[src/rtl/pwm_peripheral_if.sv]
// Register-side bundle between the SPI register block and the PWM output stage.
// The master drives the enable/duty registers; the slave returns the output bus.
interface pwm_peripheral_if;
  logic [7:0]  en_reg_out_7_0;
  logic [7:0]  en_reg_out_15_8;
  logic [7:0]  en_reg_pwm_7_0;
  logic [7:0]  en_reg_pwm_15_8;
  logic [7:0]  pwm_duty_cycle;
  logic [15:0] out;
  logic        period_start;

  modport master (
    output en_reg_out_7_0,
    output en_reg_out_15_8,
    output en_reg_pwm_7_0,
    output en_reg_pwm_15_8,
    output pwm_duty_cycle,
    input  out,
    input  period_start
  );

  modport slave (
    input  en_reg_out_7_0,
    input  en_reg_out_15_8,
    input  en_reg_pwm_7_0,
    input  en_reg_pwm_15_8,
    input  pwm_duty_cycle,
    output out,
    output period_start
  );
endinterface

[src/rtl/pwm_peripheral.sv]
// Drives 16 outputs as off, static on, or PWM from one shared 8-bit generator.
// Duty is double-buffered and only taken at the period wrap, so waveforms never glitch.
module pwm_peripheral #(
  parameter int unsigned CLK_DIV = 3000  // system clocks per PWM tick, 1..65535
) (
  input logic             clk,
  input logic             rst,
  pwm_peripheral_if.slave bus
);

  localparam logic [15:0] PrescMax = 16'(CLK_DIV - 1);

  logic [15:0] presc_q, presc_d;
  logic [7:0]  cnt_q, cnt_d;
  logic [7:0]  duty_q, duty_d;
  logic [15:0] out_q, out_d;
  logic        period_start_q, period_start_d;

  logic        tick;
  logic        pwm_level;
  logic [15:0] en_out;
  logic [15:0] en_pwm;

  assign en_out = {bus.en_reg_out_15_8, bus.en_reg_out_7_0};
  assign en_pwm = {bus.en_reg_pwm_15_8, bus.en_reg_pwm_7_0};
  assign tick   = (presc_q == PrescMax);

  // 0xFF is full-on with no dropout at the wrap; otherwise compare against the period count.
  assign pwm_level = (duty_q == 8'hFF) || (cnt_q < duty_q);

  // Next-state for counters, duty shadow and the registered output bus.
  always_comb begin
    presc_d        = tick ? 16'd0 : presc_q + 16'd1;
    cnt_d          = tick ? cnt_q + 8'd1 : cnt_q;
    // Shadow loads only on the edge where the period counter wraps to 0.
    duty_d         = (tick && (cnt_q == 8'hFF)) ? bus.pwm_duty_cycle : duty_q;
    // en_pwm is a don't-care for disabled bits.
    out_d          = en_out & (~en_pwm | {16{pwm_level}});
    period_start_d = (cnt_q == 8'd0) && (presc_q == 16'd0);
  end

  // State update with synchronous reset; a reset mid-period aborts that period.
  always_ff @(posedge clk) begin
    if (rst) begin
      presc_q        <= 16'd0;
      cnt_q          <= 8'd0;
      duty_q         <= 8'h00;
      out_q          <= 16'h0000;
      period_start_q <= 1'b0;
    end else begin
      presc_q        <= presc_d;
      cnt_q          <= cnt_d;
      duty_q         <= duty_d;
      out_q          <= out_d;
      period_start_q <= period_start_d;
    end
  end

  assign bus.out          = out_q;
  assign bus.period_start = period_start_q;

endmodule

[src/flat_wrapper.sv]
// flat-port wrapper written by rule: the top's interface ports become plain ports
module pwm_peripheral_flat 
#(
  parameter int unsigned CLK_DIV = 3000                                         
)
  (clk, rst, bus_en_reg_out_7_0, bus_en_reg_out_15_8, bus_en_reg_pwm_7_0, bus_en_reg_pwm_15_8, bus_pwm_duty_cycle, bus_out, bus_period_start);
  pwm_peripheral_if bus_i ();
  input logic clk;
  input logic rst;
  input wire logic [$bits(bus_i.en_reg_out_7_0)-1:0] bus_en_reg_out_7_0;
  input wire logic [$bits(bus_i.en_reg_out_15_8)-1:0] bus_en_reg_out_15_8;
  input wire logic [$bits(bus_i.en_reg_pwm_7_0)-1:0] bus_en_reg_pwm_7_0;
  input wire logic [$bits(bus_i.en_reg_pwm_15_8)-1:0] bus_en_reg_pwm_15_8;
  input wire logic [$bits(bus_i.pwm_duty_cycle)-1:0] bus_pwm_duty_cycle;
  output wire logic [$bits(bus_i.out)-1:0] bus_out;
  output wire logic [$bits(bus_i.period_start)-1:0] bus_period_start;
  assign bus_i.en_reg_out_7_0 = bus_en_reg_out_7_0;
  assign bus_i.en_reg_out_15_8 = bus_en_reg_out_15_8;
  assign bus_i.en_reg_pwm_7_0 = bus_en_reg_pwm_7_0;
  assign bus_i.en_reg_pwm_15_8 = bus_en_reg_pwm_15_8;
  assign bus_i.pwm_duty_cycle = bus_pwm_duty_cycle;
  assign bus_out = bus_i.out;
  assign bus_period_start = bus_i.period_start;
  pwm_peripheral #(.CLK_DIV(CLK_DIV)) u_core (.clk(clk), .rst(rst), .bus(bus_i));
endmodule
[config.mk]
export PLATFORM = sky130hd
export DESIGN_NAME = pwm_peripheral_flat
export DESIGN_NICKNAME = d
export VERILOG_FILES = /design/src/rtl/pwm_peripheral_if.sv /design/src/rtl/pwm_peripheral.sv /design/src/flat_wrapper.sv
export SDC_FILE = /design/constraint.sdc
export NUM_CORES = 1
export LEC_CHECK = 0
export ABC_AREA = 1
export CAP_MARGIN = 20
export CORE_MARGIN = 2
export CORE_UTILIZATION = 45
export DETAILED_ROUTE_END_ITERATION = 7
export PLACE_DENSITY = 0.73
export SYNTH_ARGS = -nofsm -noshare
export SYNTH_HDL_FRONTEND = slang
export SYNTH_SLANG_ARGS = --single-unit
export TNS_END_PERCENT = 10
[constraint.sdc]
create_clock -name clk -period 1.6 [get_ports clk]
set_input_delay 0.24 -clock clk [delete_from_list [all_inputs] [get_ports clk]]
set_output_delay 0.24 -clock clk [all_outputs]
set_load 0.01 [all_outputs]
==> results.json, run 1 <==
{
  "timing.hold.worst.class": "flop to flop",
  "root_buffer": "clkbuf_8",
  "drt-total-wl_um": 5782,
  "async_reset_ff_frac": 0,
  "io_buffers": 58,
  "vias": 2395,
  "clockBufferDepth": 2,
  "antennaDiodeCount": 0,
  "cts.sinks": 49,
  "grt_overflow_total": 0,
  "grt_pass1_vias": 2197,
  "grt_max_degree": 17,
  "endpoint_kind": "flop",
  "area_delta_synth_final_pct": 39.83,
  "syn-num-nets": 408,
  "die_w_um": 78.41,
  "start_kind": "flop",
  "cp_max_fo": 8,
  "gp_congestion": 0.8668,
  "ctsHtreeMaxLevel": 2,
  "fin_crit_sh": 0.9459,
  "slew_viol_final": 0,
  "relSlewSlack": 0.6912,
  "drt_first_pass_iters": 4,
  "final_nets": 482,
  "fillers": 493,
  "ant_nets": 0,
  "leakage_uw": 0.001545,
  "p_per_area_nw_per_um2": 735.6,
  "crit_required_ns": 1.87,
  "die-area_um2": 6147,
  "coreArea_um2": 5439,
  "grt_pass1_wl_um": 9432,
  "dp_hpwl_um": 4311,
  "synth-edff-count": 0,
  "ys.flop_type": "dfxtp_1",
  "io_pins": 59,
  "placed_cell_area_um2": 3257,
  "yosysUniqueCellTypes": 24,
  "post_drt_via_cell_ratio": 4.771,
  "setup-violations-final": 0,
  "status": "finished clean",
  "dp_slack_ns": 0.1165,
  "tritoncts": "yes",
  "antenna_found_initial": 0,
  "grt_usage": 0.1906,
  "drv_cap": 0,
  "fin_area_um2": 3483,
  "synthesis.instances": 355,
  "rows": 27,
  "clock_latency_ns": 0.31,
  "post_drt_wl_per_cell_um": 11.52,
  "layout.area.seq_um2": 991.0,
  "fin_skew_ns": 0.01089,
  "fin_tns_setup_ns": 0,
  "syn-cell-area_um2": 2491,
  "yosys_warnings": 0,
  "drc": 0,
  "arrival_ns": 1.78,
  "chipHeight_um": 78.41,
  "ys_ff_latch": 49,
  "multi_input_area_um2": 1257,
  "final.min_clock_period_ns": 1.513,
  "max_freq_ghz": 0.6608,
  "critical_path_class": "flop to flop",
  "yosysSeqAreaShare": 0.3938,
  "clk_pin_slew_ns": 0.10,
  "worstMarginPinSlew_ns": 0.4597,
  "cts_buffers": 5,
  "ir_worst_vdd_uv": 340.5,
  "finalHoldViolations": 0,
  "start_util": 0.4580,
  "drt_iter0_drc": 176,
  "final_layout_size_suffix_gt1_frac": 0.1395,
  "syn_avg_cell_area_um2": 7.017,
  "fin_ws_ns": 0.08659
}
==> synth_stat cells (4+ instances only) <==
cell      instances  area [um^2]
nand2_1          72        270.3
inv_1            67        251.5
dfxtp_1          49        980.9
nand3_1          35        175.2
nor2_1           35        131.4
a21oi_1          25        125.1
nand4_1          13        81.33
ha_1             11        137.6
xor2_1           10        87.58
nor3_1            9        45.04
clkbuf_1          5        18.77
nor2_2            4        25.02
==> path summary, 6_finish.rpt <==
| check | endpoint | cells past startpoint | start | slack [ns] |
|---|---|---|---|---|
| setup / recovery | u_core.bus.out[0] | 10 | u_core.duty_q[5] | 0.09 |
| hold / removal | u_core.presc_q[15] | 2 | u_core.presc_q[15] | 0.46 |
| setup reg to reg | u_core.bus.out[0] | 10 | u_core.duty_q[5] | 0.09 |
| hold reg to reg | u_core.presc_q[15] | 2 | u_core.presc_q[15] | 0.46 |
==> state kept, by name (all words and copies together), names as in the netlist <==
name / flops
u_core.bus.out: 16
u_core.presc_q: 16
u_core.cnt_q: 8
u_core.duty_q: 8
u_core.bus.period_start: 1
==> metal layers <==
| layer | up-vias | wire (um) | GRT usage |
|---|---|---|---|
| li1 | 1249 | - | - |
| met1 | 1069 | 2539 | 0.2406 |
| met2 | 70 | 2679 | 0.3060 |
| met3 | 7 | 496 | 0.06667 |
| met4 | 0 | 67 | 0.05965 |
| met5 | - | 0 | 0 |
==> layout make-up <==
type,instances,area share
Multi-Input combinational cell,227,0.3610
Sequential cell,49,0.2845
Timing Repair Buffer,76,0.2141
Inverter,70,0.07615
Tap cell,72,0.02586
Clock buffer,5,0.01976
Clock inverter,3,0.01868
==> worst max-delay path, stage by stage (launching register included) <==
cell and delay (ns):
dfxtp_2 0.33, inv_1 0.11, ha_4 0.22, a21oi_2 0.14
nor2_1 0.06, nor3_2 0.17, nand2_2 0.12, clkbuf_16 0.18
nand3_1 0.06, nand2_1 0.05, inv_1 0.05
==> logic make-up (layout without fill, tap and decap cells) <==
logic type      Yosys count  count (layout)  synth area share
compound gates           25              25           0.05023
xor+xnor                 12              12           0.04219
fa+ha+maj                11              11           0.05525
buf+inv                  79             154            0.1241
flops                    49              49            0.3938
simple gates            179             179            0.3345
==> placed cells by master (no fill, tap or decap), drive strengths merged <==
cell type	instances
nand3	38
ha	11
clkinv	1
a21oi	25
buf	17
or2	1
nor3	10
clkdlybuf4s50	58
nor2	41
nor4	1
xor2	10
clkbuf	6
dfxtp	49
inv	70
bufinv	2
xnor2	2
nand4	13
nand2	75
==> power by group <==
part | switching, uW | internal, uW | leakage (uW)
clock network | 435 | 621 | 0.0000681
registers | 12.6 | 1240 | 0.000402
logic | 90.2 | 159 | 0.00107
total | 538 | 2020 | 0.00155
==> what timing repair did <==
item | in CTS | in global routing
buffers inserted | 0 | 0
resized for setup | 0 | 20
hold buffers | 0 | 0
setup endpoints to repair | 0 | 24
==> metrics by stage <==
| stage | hold slack [ns] | std cells | utilization | total power (uW) |
|---|---|---|---|---|
| 2_1_floorplan | 0.4000 | 355 | - | 1370 |
| 3_3_place_gp | 0.4442 | 493 | 0.5988 | 1531 |
| 6_report | 0.4607 | 502 | 0.6404 | 2562 |
| 5_1_grt | 0.4908 | 502 | 0.6404 | 2645 |
| 3_5_place_dp | 0.4514 | 493 | 0.5988 | 1534 |
| 4_1_cts | 0.4647 | 501 | 0.6234 | 2576 |
(Power assumes the default switching activity.)
==> run 2: changes to the inputs <==
Settings changed: REMOVE_ABC_BUFFERS set to 1.
==> results.json, run 2 (same netlist as run 1, synthesis figures left out) <==
{
  "io_pins": 59,
  "seq_power_share": 0.558,
  "cp-startpoint": "u_core.presc_q[2]",
  "io_buffers": 58,
  "fin_ws_ns": 0.1009,
  "chipHeight_um": 78.41,
  "start_kind": "flop",
  "fillers": 467,
  "finalHoldViolations": 0,
  "final_nets": 479,
  "worstReg2RegStart": "u_core.presc_q[2]",
  "clock_latency_ns": 0.31,
  "clk_pin_slew_ns": 0.09,
  "gp_congestion": 0.8752,
  "status": "finished clean",
  "grt_max_degree": 17,
  "swShare": 0.2390,
  "cts_setup_buffers": 0,
  "critical_path_class": "flop to flop",
  "met3_usage": 0.08621,
  "grt_overflow_total": 0,
  "arrival_ns": 1.70,
  "final_layout_size_suffix_gt1_frac": 0.1358,
  "cts_buffers": 5,
  "dp_hpwl_um": 4233,
  "grt_busiest_layer": "met2",
  "ctsHtreeMaxLevel": 2,
  "slew_viol_final": 0,
  "die_w_um": 78.41,
  "fin_tns_setup_ns": 0,
  "worstMarginPinSlew_ns": 0.4396,
  "start_util": 0.4580,
  "drt_iter0_drc": 110,
  "ir_worst_vdd_uv": 360.2,
  "setup-violations-final": 0,
  "cp_max_fo": 6,
  "cts-hold-fix-buffers": 0,
  "p_clk_frac": 0.333,
  "relSlewSlack": 0.7047,
  "tritoncts": "yes",
  "combPwrFrac": 0.109,
  "rows": 27,
  "grt_usage": 0.1879,
  "r2r_setup_slack_ns": 0.10,
  "endpoint_kind": "flop",
  "rsz0062_at_grt": "true",
  "drc": 0,
  "met1_usage": 0.2181,
  "cts.sinks": 49,
  "placed_cell_area_um2": 3247,
  "fin_skew_ns": 0.008323,
  "rr_endpoint": "u_core.presc_q[11]",
  "timing.hold.worst.class": "flop to flop",
  "antenna_found_initial": 0,
  "drt_first_pass_iters": 6,
  "crit_required_ns": 1.80,
  "clockBufferDepth": 2,
  "max_freq_ghz": 0.6670,
  "final_cell_mix": "nand2_1, inv_1, clkdlybuf4s50_1, dfxtp_1, nor2_1",
  "drv_cap": 0,
  "mostFrequentLayoutCell": "nand2_1",
  "root_buffer": "clkbuf_8",
  "post_drt_via_cell_ratio": 4.796,
  "post_drt_wl_per_cell_um": 11.32,
  "die-area_um2": 6147,
  "coreArea_um2": 5439,
  "ant_nets": 0,
  "fin_crit_sh": 0.9370,
  "p_int_uw": 1715,
  "p_per_area_nw_per_um2": 656.9,
  "dp_slack_ns": 0.06783,
  "whs_path_depth": 1,
  "vias": 2393,
  "antennaDiodeCount": 0,
  "p_sw_uw": 538.7,
  "final.min_clock_period_ns": 1.499,
  "grt_pass1_wl_um": 9190,
  "r2r_cells": 7,
  "grt_use_met2": 0.3060,
  "min_to": "u_core.presc_q[0]",
  "power_uw": 2254,
  "leakage_uw": 0.001512,
  "hold_path.startpoint": "u_core.presc_q[0]",
  "grt_pass1_vias": 2217,
  "fin_area_um2": 3431,
  "area_delta_synth_final_pct": 37.72,
  "cts_resized": 0,
  "drt-total-wl_um": 5647
}
-- run 2: final cells by class --
cell class              count  area, um^2  area share
flip-flops and latches     49       991.0      0.2888
multi-input cells         227        1256      0.3662
well taps                  72       90.09     0.02626
clock buffers               5       68.82     0.02006
clock inverters             3       21.27    0.006200
repair buffers             73       735.7      0.2144
inverters                  70       267.8     0.07805
-- run 2: how the worst max path moves through the flow --
stage | slack [ns] | end | cells past startpoint
3_5_place_dp | 0.07 | u_core.bus.out[12] | 10
5_1_grt | -0.03 | u_core.presc_q[13] | 4
6_report | 0.10 | u_core.presc_q[11] | 7
3_3_place_gp | 0.09 | u_core.bus.out[12] | 10
2_1_floorplan | 0.14 | u_core.bus.out[0] | 9
4_1_cts | 0.03 | u_core.bus.out[12] | 10
-- run 2: worst max-delay path, cell delays in order (launching register included) --
cell and delay, ns:
dfxtp_1 0.47, nand3_1 0.22, nor3_4 0.24, nand3_1 0.17
nor2_1 0.15, nand2_1 0.06, nand2_1 0.05, nor2_1 0.03
-- run 2: stage by stage --
step	hold slack, ns	cells	utilization
floorplan	0.3091	346	-
global placement	0.4447	490	0.5970
detailed placement	0.4481	490	0.5970
CTS	0.4624	498	0.6135
global route	0.4741	499	0.6308
finish	0.4576	499	0.6308
-- run 2: layer usage --
layer	vias up	wire, um
li1	1247	-
met3	6	595
met4	0	62
met5	-	0
met1	1045	2395
met2	95	2594
-- run 2: power groups by stage --
stage | sequential (uW) | combinational [uW] | clock [uW]
6_report | 1260 | 246 | 750
5_1_grt | 1260 | 274 | 836
4_1_cts | 1260 | 247 | 779
3_5_place_dp | 1290 | 246 | 0
3_3_place_gp | 1280 | 245 | 0
2_1_floorplan | 1290 | 63.6 | 0
